===== src/rtl/serial_add_sub_if.sv =====
// ---------------------------------------------------------------------------
// serial_add_sub_if
//   Groups the operand-side and result-side valid/ready channels of the
//   bit-serial adder/subtractor.
//
//   Operand channel : in_valid, in_ready, a, b, sub
//   Result channel  : out_valid, out_ready, result, cb_out, ovf, zero
//
//   Modports:
//     slave  - the serial_add_sub block (consumes operands, produces results)
//     master - the producer/consumer around it (drives operands, takes results)
// ---------------------------------------------------------------------------
interface serial_add_sub_if #(
  parameter int WIDTH = 32
);

  logic             in_valid;
  logic             in_ready;
  logic [WIDTH-1:0] a;
  logic [WIDTH-1:0] b;
  logic             sub;

  logic             out_valid;
  logic             out_ready;
  logic [WIDTH-1:0] result;
  logic             cb_out;
  logic             ovf;
  logic             zero;

  modport slave (
    input  in_valid, a, b, sub, out_ready,
    output in_ready, out_valid, result, cb_out, ovf, zero
  );

  modport master (
    output in_valid, a, b, sub, out_ready,
    input  in_ready, out_valid, result, cb_out, ovf, zero
  );

endinterface


===== src/rtl/serial_add_sub.sv =====
// ---------------------------------------------------------------------------
// serial_add_sub
//   Bit-serial two's-complement adder/subtractor. A single full-adder /
//   full-subtractor slice plus a carry/borrow flop processes one bit per
//   clock, LSB first, over WIDTH cycles. Cheap alternative to a ripple
//   adder when latency does not matter (mantissa add, exponent difference).
//
//   Ports:
//     clk    - rising-edge clock
//     rst_n  - asynchronous active-low reset
//     bus    - serial_add_sub_if.slave
//              in_valid/in_ready/a/b/sub     : operand handshake (IDLE only)
//              out_valid/out_ready           : result handshake (DONE only)
//              result                        : a+b or a-b, modulo 2^WIDTH
//              cb_out                        : carry out (add) / borrow out (sub)
//              ovf                           : signed overflow
//              zero                          : result == 0
//
//   Timing: operands accepted at edge T, out_valid high after edge T+WIDTH.
//   The visible result/flags only update when an operation completes, so
//   they stay stable in DONE and keep their value through IDLE and RUN.
// ---------------------------------------------------------------------------
module serial_add_sub #(
  parameter int WIDTH = 32
) (
  input  logic             clk,
  input  logic             rst_n,
  serial_add_sub_if.slave  bus
);

  localparam int                 CNT_W    = $clog2(WIDTH);
  localparam logic [CNT_W-1:0]   LAST_BIT = CNT_W'(WIDTH - 1);

  typedef enum logic [1:0] {
    IDLE = 2'd0,
    RUN  = 2'd1,
    DONE = 2'd2
  } state_e;

  state_e           state_q, state_d;

  // Working registers for the operation in flight.
  logic [WIDTH-1:0] a_q,   a_d;
  logic [WIDTH-1:0] b_q,   b_d;
  logic             sub_q, sub_d;
  logic             cb_q,  cb_d;
  logic [CNT_W-1:0] cnt_q, cnt_d;
  logic [WIDTH-1:0] acc_q, acc_d;

  // Architecturally visible result and flags.
  logic [WIDTH-1:0] result_q, result_d;
  logic             cb_out_q, cb_out_d;
  logic             ovf_q,    ovf_d;
  logic             zero_q,   zero_d;

  logic             in_ready;
  logic             out_valid;
  logic             accept;
  logic             last_bit;

  // One-bit slice signals. Operands shift right, so bit 0 is always the
  // current bit; on the final bit a_q[0]/b_q[0] are the operand MSBs.
  logic             bit_r;
  logic             carry_nxt;
  logic [WIDTH-1:0] acc_shift;

  // -------------------------------------------------------------------------
  // State register
  // -------------------------------------------------------------------------
  // NOTE: sequential state uses non-blocking assignments so every flop
  // samples the pre-edge values; blocking here would create order-dependent
  // races between flops.
  always_ff @(posedge clk or negedge rst_n) begin
    if (!rst_n) begin
      state_q <= IDLE;
    end else begin
      state_q <= state_d;
    end
  end

  // -------------------------------------------------------------------------
  // Next-state logic
  // -------------------------------------------------------------------------
  assign accept   = bus.in_valid & in_ready;
  assign last_bit = (cnt_q == LAST_BIT);

  always_comb begin
    // NOTE: a default assignment first in every always_comb keeps each
    // output driven on all paths, so no latch is inferred.
    state_d = state_q;
    unique case (state_q)
      IDLE:    if (accept)        state_d = RUN;
      RUN:     if (last_bit)      state_d = DONE;
      DONE:    if (bus.out_ready) state_d = IDLE;
      default:                    state_d = IDLE;
    endcase
  end

  // -------------------------------------------------------------------------
  // Output decode (handshake flags are pure functions of state)
  // -------------------------------------------------------------------------
  always_comb begin
    in_ready  = 1'b0;
    out_valid = 1'b0;
    unique case (state_q)
      IDLE:    in_ready  = 1'b1;
      DONE:    out_valid = 1'b1;
      default: ;
    endcase
  end

  // -------------------------------------------------------------------------
  // Datapath: one full-adder / full-subtractor slice
  // -------------------------------------------------------------------------
  assign bit_r     = a_q[0] ^ b_q[0] ^ cb_q;
  assign carry_nxt = sub_q ? ((~a_q[0] & b_q[0]) | (cb_q & ~(a_q[0] ^ b_q[0])))
                           : (( a_q[0] & b_q[0]) | (cb_q &  (a_q[0] ^ b_q[0])));
  // New bits enter at the MSB side; after WIDTH shifts bit 0 lands at [0].
  assign acc_shift = {bit_r, acc_q[WIDTH-1:1]};

  always_comb begin
    a_d      = a_q;
    b_d      = b_q;
    sub_d    = sub_q;
    cb_d     = cb_q;
    cnt_d    = cnt_q;
    acc_d    = acc_q;
    result_d = result_q;
    cb_out_d = cb_out_q;
    ovf_d    = ovf_q;
    zero_d   = zero_q;

    unique case (state_q)
      IDLE: begin
        if (accept) begin
          a_d   = bus.a;
          b_d   = bus.b;
          sub_d = bus.sub;
          cb_d  = 1'b0;
          cnt_d = '0;
        end
      end

      RUN: begin
        a_d   = a_q >> 1;
        b_d   = b_q >> 1;
        cb_d  = carry_nxt;
        acc_d = acc_shift;
        if (last_bit) begin
          // Counter parks at the terminal count; it is cleared on next accept.
          result_d = acc_shift;
          cb_out_d = carry_nxt;
          // Signed overflow: operands effectively of equal sign (b inverted
          // for subtract) yet the result sign differs from a's sign.
          ovf_d    = sub_q ? ((a_q[0] != b_q[0]) & (bit_r != a_q[0]))
                           : ((a_q[0] == b_q[0]) & (bit_r != a_q[0]));
          zero_d   = ~|acc_shift;
        end else begin
          cnt_d = cnt_q + CNT_W'(1);
        end
      end

      default: ;
    endcase
  end

  always_ff @(posedge clk or negedge rst_n) begin
    if (!rst_n) begin
      a_q      <= '0;
      b_q      <= '0;
      sub_q    <= 1'b0;
      cb_q     <= 1'b0;
      cnt_q    <= '0;
      acc_q    <= '0;
      result_q <= '0;
      cb_out_q <= 1'b0;
      ovf_q    <= 1'b0;
      zero_q   <= 1'b0;
    end else begin
      a_q      <= a_d;
      b_q      <= b_d;
      sub_q    <= sub_d;
      cb_q     <= cb_d;
      cnt_q    <= cnt_d;
      acc_q    <= acc_d;
      result_q <= result_d;
      cb_out_q <= cb_out_d;
      ovf_q    <= ovf_d;
      zero_q   <= zero_d;
    end
  end

  assign bus.in_ready  = in_ready;
  assign bus.out_valid = out_valid;
  assign bus.result    = result_q;
  assign bus.cb_out    = cb_out_q;
  assign bus.ovf       = ovf_q;
  assign bus.zero      = zero_q;

endmodule


===== src/flat_wrapper.sv =====
// flat-port wrapper written by rule: the top's interface ports become plain ports
module serial_add_sub_flat 
#(
  parameter int WIDTH = 32
)
  (clk, rst_n, bus_in_valid, bus_a, bus_b, bus_sub, bus_out_ready, bus_in_ready, bus_out_valid, bus_result, bus_cb_out, bus_ovf, bus_zero);
  serial_add_sub_if #(.WIDTH(WIDTH)) bus_i ();
  input  logic clk;
  input  logic rst_n;
  input wire logic [$bits(bus_i.in_valid)-1:0] bus_in_valid;
  input wire logic [$bits(bus_i.a)-1:0] bus_a;
  input wire logic [$bits(bus_i.b)-1:0] bus_b;
  input wire logic [$bits(bus_i.sub)-1:0] bus_sub;
  input wire logic [$bits(bus_i.out_ready)-1:0] bus_out_ready;
  output wire logic [$bits(bus_i.in_ready)-1:0] bus_in_ready;
  output wire logic [$bits(bus_i.out_valid)-1:0] bus_out_valid;
  output wire logic [$bits(bus_i.result)-1:0] bus_result;
  output wire logic [$bits(bus_i.cb_out)-1:0] bus_cb_out;
  output wire logic [$bits(bus_i.ovf)-1:0] bus_ovf;
  output wire logic [$bits(bus_i.zero)-1:0] bus_zero;
  assign bus_i.in_valid = bus_in_valid;
  assign bus_i.a = bus_a;
  assign bus_i.b = bus_b;
  assign bus_i.sub = bus_sub;
  assign bus_i.out_ready = bus_out_ready;
  assign bus_in_ready = bus_i.in_ready;
  assign bus_out_valid = bus_i.out_valid;
  assign bus_result = bus_i.result;
  assign bus_cb_out = bus_i.cb_out;
  assign bus_ovf = bus_i.ovf;
  assign bus_zero = bus_i.zero;
  serial_add_sub #(.WIDTH(WIDTH)) u_core (.clk(clk), .rst_n(rst_n), .bus(bus_i));
endmodule

===== config.mk =====
export PLATFORM = sky130hd
export DESIGN_NAME = serial_add_sub_flat
export DESIGN_NICKNAME = d
export VERILOG_FILES = /design/src/rtl/serial_add_sub_if.sv /design/src/rtl/serial_add_sub.sv /design/src/flat_wrapper.sv
export SDC_FILE = /design/constraint.sdc
export NUM_CORES = 1
export LEC_CHECK = 0
export BUFFER_PORTS_ARGS = -buffer_cell sky130_fd_sc_hd__buf_2
export CORE_MARGIN = 4
export CORE_UTILIZATION = 52
export CTS_BUF_LIST = sky130_fd_sc_hd__clkbuf_4
export CTS_CLUSTER_DIAMETER = 200
export DETAILED_ROUTE_END_ITERATION = 10
export GPL_ROUTABILITY_DRIVEN = 1
export PLACE_DENSITY_LB_ADDON = 0.15
export SLEW_MARGIN = 20
export SYNTH_ARGS = -nofsm -noshare
export SYNTH_HDL_FRONTEND = slang
export SYNTH_SLANG_ARGS = --single-unit

===== constraint.sdc =====
create_clock -name clk -period 1.7 [get_ports clk]
set_input_delay 0.17 -clock clk [delete_from_list [all_inputs] [get_ports clk]]
set_output_delay 0.17 -clock clk [all_outputs]
set_load 0.03 [all_outputs]

# After elaboration in Yosys (flattened, before gate mapping)
# Index checks and enable logic that the tools add are counted.
# Widths: inputs -> output; s select.
[totals] mem_bits_ro=0 latch_bits=0 input_bits=69 word_cells=61 ram_bits=0 out_inout_bits=37 register_bits=140 memories=0
[classes] add_sub_neg=1 n_eq_ne=10 div_mod_pow=0 multipliers=0 muxes=17 shift=0 n_bitwise=13 reduce_logical=9 order_cmp=0
[op_table] operator="$pmux 32 s2" n=2
[op_table] operator="$mux 32" n=2
[op_table] operator="$reduce_or 32->1" n=1
[op_table] operator="$mux 5" n=2
[op_table] operator="$pmux 5 s2" n=1
[op_table] operator="$and 1x1->1" n=7
[op_table] operator="$mux 2" n=3
[op_table] operator="$pmux 2 s3" n=1
[op_table] operator="$reduce_and 2->1" n=3
[op_table] operator="$reduce_and 3->1" n=2
[op_table] operator="$add 5x1->5 const B" n=1
[op_table] operator="$eq 5x5->1 const B" n=1
[op_table] operator="$mux 1" n=5
[op_table] operator="$ne 2x1->1 const B" n=2
[op_table] operator="$ne 2x2->1 const B" n=2
[op_table] operator="$eq 2x1->1 const B" n=1
[op_table] operator="$eq 2x2->1 const B" n=1
[op_table] operator="$logic_not 2->1" n=1
[op_table] operator="$ne 1x1->1" n=2
[op_table] operator="$not 1->1" n=2
[op_table] operator="$or 1x1->1" n=2
[op_table] operator="$pmux 1 s2" n=1
[op_table] operator="$reduce_bool 2->1" n=1
[op_table] operator="$xor 1x1->1" n=2
[op_table] operator="other kinds (2)" n=2

# Longest topological paths before layout
[depth] ltp_word=6 ltp_mapped=8 depth_no_buf=6

# Worst setup path before layout
# Ideal clock, no wire load.
[synth_path] path_type="reg-to-reg" start="register u_core.cnt_q[0]" end="register u_core.result_q[28], in the netlist u_core.bus.result[28]" synth_period_minus_slack_ns=1.854 setup_time_ns=0.125 t_arrival_ns=1.729 required_ns=1.575 stages_incl_launch_ff=8 n_path_buf=2 slack_ns=-0.154 path_cell_list="dfrtp_1 -> ha_1 -> and3_1 -> ha_1 -> nand3b_1 -> buf_6 -> buf_6 -> mux2_4"
[synth_between] elab_chain_cells=2
[synth_rtl] element="from (decl)" line="serial_add_sub.sv:47" text="logic [CNT_W-1:0] cnt_q, cnt_d;"
[synth_rtl] element="from (signal assigned)" line="serial_add_sub.sv:184" text="cnt_q <= cnt_d;"
[synth_rtl] element="$eq 5x5->1" line="serial_add_sub.sv:85" text="assign last_bit = (cnt_q == LAST_BIT);"
[synth_rtl] element="$reduce_and 2->1 (no source line)"
[synth_rtl] element="to (signal assigned)" line="serial_add_sub.sv:186" text="result_q <= result_d;"
[synth_rtl] element="to (decl)" line="serial_add_sub.sv:51" text="logic [WIDTH-1:0] result_q, result_d;"
# No other way between the ends.
# A chain may end at the register's enable or synchronous reset.

# Worst setup path in the final report
[layout_path] start="register u_core.cnt_q[0]" end="register u_core.result_q[16], in the netlist u_core.bus.result[16]"
# Same word-level chain as after synthesis.

==> flow_metrics.py <==
metrics = {
    "layout": {
        "drive_gt1_share_pct": 30.7,
        "fillCellCount": 805,
        "final_nets": 746,
        "area_growth_pct": 34.0,
    },
    "die": {
        "io_pins": 106,
        "die_area_mm2": 0.0134,
        "fp.dieH_um": 116,
        "rows": 39,
        "core_area_mm2": 0.0114,
        "start_util_pct": 53.1,
        "die_w_um": 116,
    },
    "cts": {
        "cts_buffers": 17,
        "clock-sinks": 139,
        "clock-root-buffer": "clkbuf_4",
        "htreeDepth": 4,
        "clk_latency_ns": 0.53,
        "clkTransAtPathRegs_ns": 0.11,
        "clock_path_buffers": 2,
        "cts_tree": "done",
    },
    "logic_synthesis": {
        "synth_most_common_cell": "dfrtp_1",
        "netlist_area_mm2": 0.00603,
        "ys.flop_type": "dfrtp_1",
        "ys_seq_elements": 139,
        "synth.largest_area_cell": "dfrtp_1",
        "yosys-top-cells-count": "dfrtp_1 (139), nor2_1 (65), mux2i_1 (64), a21oi_1 (63), mux2_1 (32)",
        "synth_nets": 553,
        "avgSynthCellArea_um2": 12.6,
        "async_flop_share_pct": 100,
        "syn_inst": 479,
        "yosysUniqueCellTypes": 31,
        "synth_top_area_share_pct": 57.7,
        "yosysSeqAreaShare_pct": 57.7,
        "synth-edff-count": 0,
        "synth_area_leaders": "dfrtp_1 (58%), mux2i_1 (11%), mux2_1 (6.0%)",
        "ys.warnings.count": 0,
    },
    "run_status": {
        "status": "complete, but fails checks",
        "violations": "setup timing",
    },
    "place": {
        "hpwl_um": 7830,
        "io_buffers": 105,
        "gp_congestion": 0.794,
        "post-place-ws_ns": -0.0514,
    },
    "global_routing": {
        "grt_pass1_vias": 4488,
        "grt_pass1_wl_um": 21300,
        "antenna_found_initial": 0,
        "grt-ovfl-total": 0,
        "grt.total_usage_pct": 20.4,
        "grt_max_degree": 104,
    },
    "sta": {
        "tightest_slew_ns": 0.457,
        "rsz0062_at_grt": "yes",
        "fin_crit_ns": 1.78,
        "whs_ns": 0.134,
        "finalSetupViolations": 34,
        "skew_ns": 0.0130,
        "slew_violations": 0,
        "setup_slack_ns": -0.0760,
        "finalHoldViolations": 0,
        "slew_headroom_pct": 69.5,
        "finalCritPeriodShare_pct": 104,
        "max_freq_ghz": 0.563,
    },
    "power_and_ir_drop": {
        "ir_drop_mv": 0.933,
        "leakagePower_nw": 3.73,
        "powerDensity_mw_per_mm2": 1630,
    },
    "worst_setup_path": {
        "critPathMaxFanout": 10,
        "critPathKind": "flop to flop",
        "crit_path_start_kind": "flop",
        "cp.arrival_ns": 2.20,
        "reg2reg_from": "u_core.cnt_q[0]$_DFFE_PN0P_",
        "crit_path_end_kind": "flop",
        "worst-endpoint-required_ns": 2.12,
        "crit_start": "u_core.cnt_q[0]$_DFFE_PN0P_",
    },
    "worst_hold_path": {
        "min_path_type": "input pin to async pin",
    },
    "route": {
        "wirelength_um": 12900,
        "drtIter0Drc": 223,
        "dr.pass1.iters": 4,
        "vias": 4272,
        "postRouteAntennaNets": 0,
        "wl_per_cell_um": 15.6,
        "drc": 0,
        "via_per_inst": 5.15,
    },
    "job": {
        "drv_cap": 0,
    },
}
## power breakdown
part / internal (mW) / switching [mW] / total, mW
Clock: 1.14 / 1.17 / 2.30
Sequential: 4.72 / 0.977 / 5.70
Combinational: 2.53 / 2.67 / 5.20
Total: 8.39 / 4.81 / 13.2
## final timing paths
kind,end,slack (ns),cells after the start
max in group asynchronous,u_core.b_q[19]$_DFFE_PN0P_,0.96,3
min reg2reg,u_core.bus.result[6]$_DFFE_PN0P_,0.52,1
max reg2reg,u_core.bus.result[16]$_DFFE_PN0P_,-0.08,7
min in group clk,u_core.state_q[0]$_DFFE_PN0P_,0.26,4
max,u_core.bus.result[16]$_DFFE_PN0P_,-0.08,7
min,u_core.bus.result[12]$_DFFE_PN0P_,0.13,2
## routing by layer
layer,wire (um),track usage [%],vias up
met5,0,0,-
met2,6440,33.6,88
met3,551,5.38,26
met4,293,8.35,0
met1,5620,25.9,2088
li1,-,-,2070
## state kept, by name, summed over array words and instances, names as in the netlist
register,cells
u_core.a_q,32
u_core.acc_q,31
u_core.b_q,32
u_core.bus.cb_out,1
u_core.bus.ovf,1
u_core.bus.result,32
u_core.bus.zero,1
u_core.cb_q,1
u_core.cnt_q,5
u_core.state_q,2
u_core.sub_q,1
## logic make-up (layout without fill, tap and decap cells)
logic type / count (synthesis) / count (layout) / synth area share, %
multiplexers: 129 / 129 / 22.9
adder cells (fa/ha/maj): 5 / 5 / 1.29
buffers and inverters: 38 / 244 / 4.52
other: 0 / 1 / 0
AO/OA/AOI/OAI: 73 / 73 / 6.45
flip-flops: 139 / 139 / 57.7
AND/OR/NAND/NOR: 92 / 92 / 6.70
XOR/XNOR: 3 / 3 / 0.436
## worst max-delay path: stages, from the launching register on
cell	delay (ns)
dfrtp_1	0.41
ha_2	0.19
and3_4	0.18
ha_4	0.16
nand3b_1	0.14
buf_6	0.15
buf_12	0.14
mux2_4	0.31
## repair_timing
action / 4_1_cts / 5_1_grt
pin swaps: 2 / 3
hold buffers: 67 / 0
endpoints found under the setup margin: 34 / 62
cloned: 2 / 1
endpoints found under the hold margin: 205 / 0
buffers inserted: 4 / 4
resized for setup: 31 / 27
## cell type report
cell class / instances / area, um2 / area share, %
antenna: 1 / 2.50 / 0.0310
clock buffer: 17 / 128 / 1.58
clock inverter: 15 / 180 / 2.23
inverter: 8 / 30.0 / 0.372
multi-input combinational: 302 / 2470 / 30.5
sequential: 139 / 3480 / 43.1
tap: 143 / 179 / 2.21
timing repair buffer: 204 / 1620 / 20.0
## placed cells by master (no fill, tap or decap), types with 4 or more instances in the layout
cell type / count
a21oi_1: 63
buf_12: 7
buf_2: 103
buf_4: 15
buf_6: 7
bufinv_16: 4
clkbuf_4: 17
clkinv_1: 4
clkinvlp_4: 4
dfrtp_1: 138
dlygate4sd3_1: 67
inv_1: 7
mux2_1: 32
mux2_4: 33
mux2i_1: 64
nand2_1: 8
nor2_1: 65
nor4_1: 7
## per-stage QoR
step / area, um2 / power (mW) / TNS [ns] / util [%] / std cells
detailed placement: 6780 / 10.4 / -0.626 / 59.6 / 718
finish: 8080 / 13.2 / -1.99 / 71.1 / 829
global route: 8080 / 14.2 / -3.84 / 71.1 / 828
global placement: 6780 / 10.2 / -0.0485 / 59.6 / 718
CTS: 7920 / 13.0 / -0.389 / 69.6 / 823
floorplan: 6050 / 9.14 / -0.200 / - / 479
Note: power is estimated with default switching activity, not from simulation.
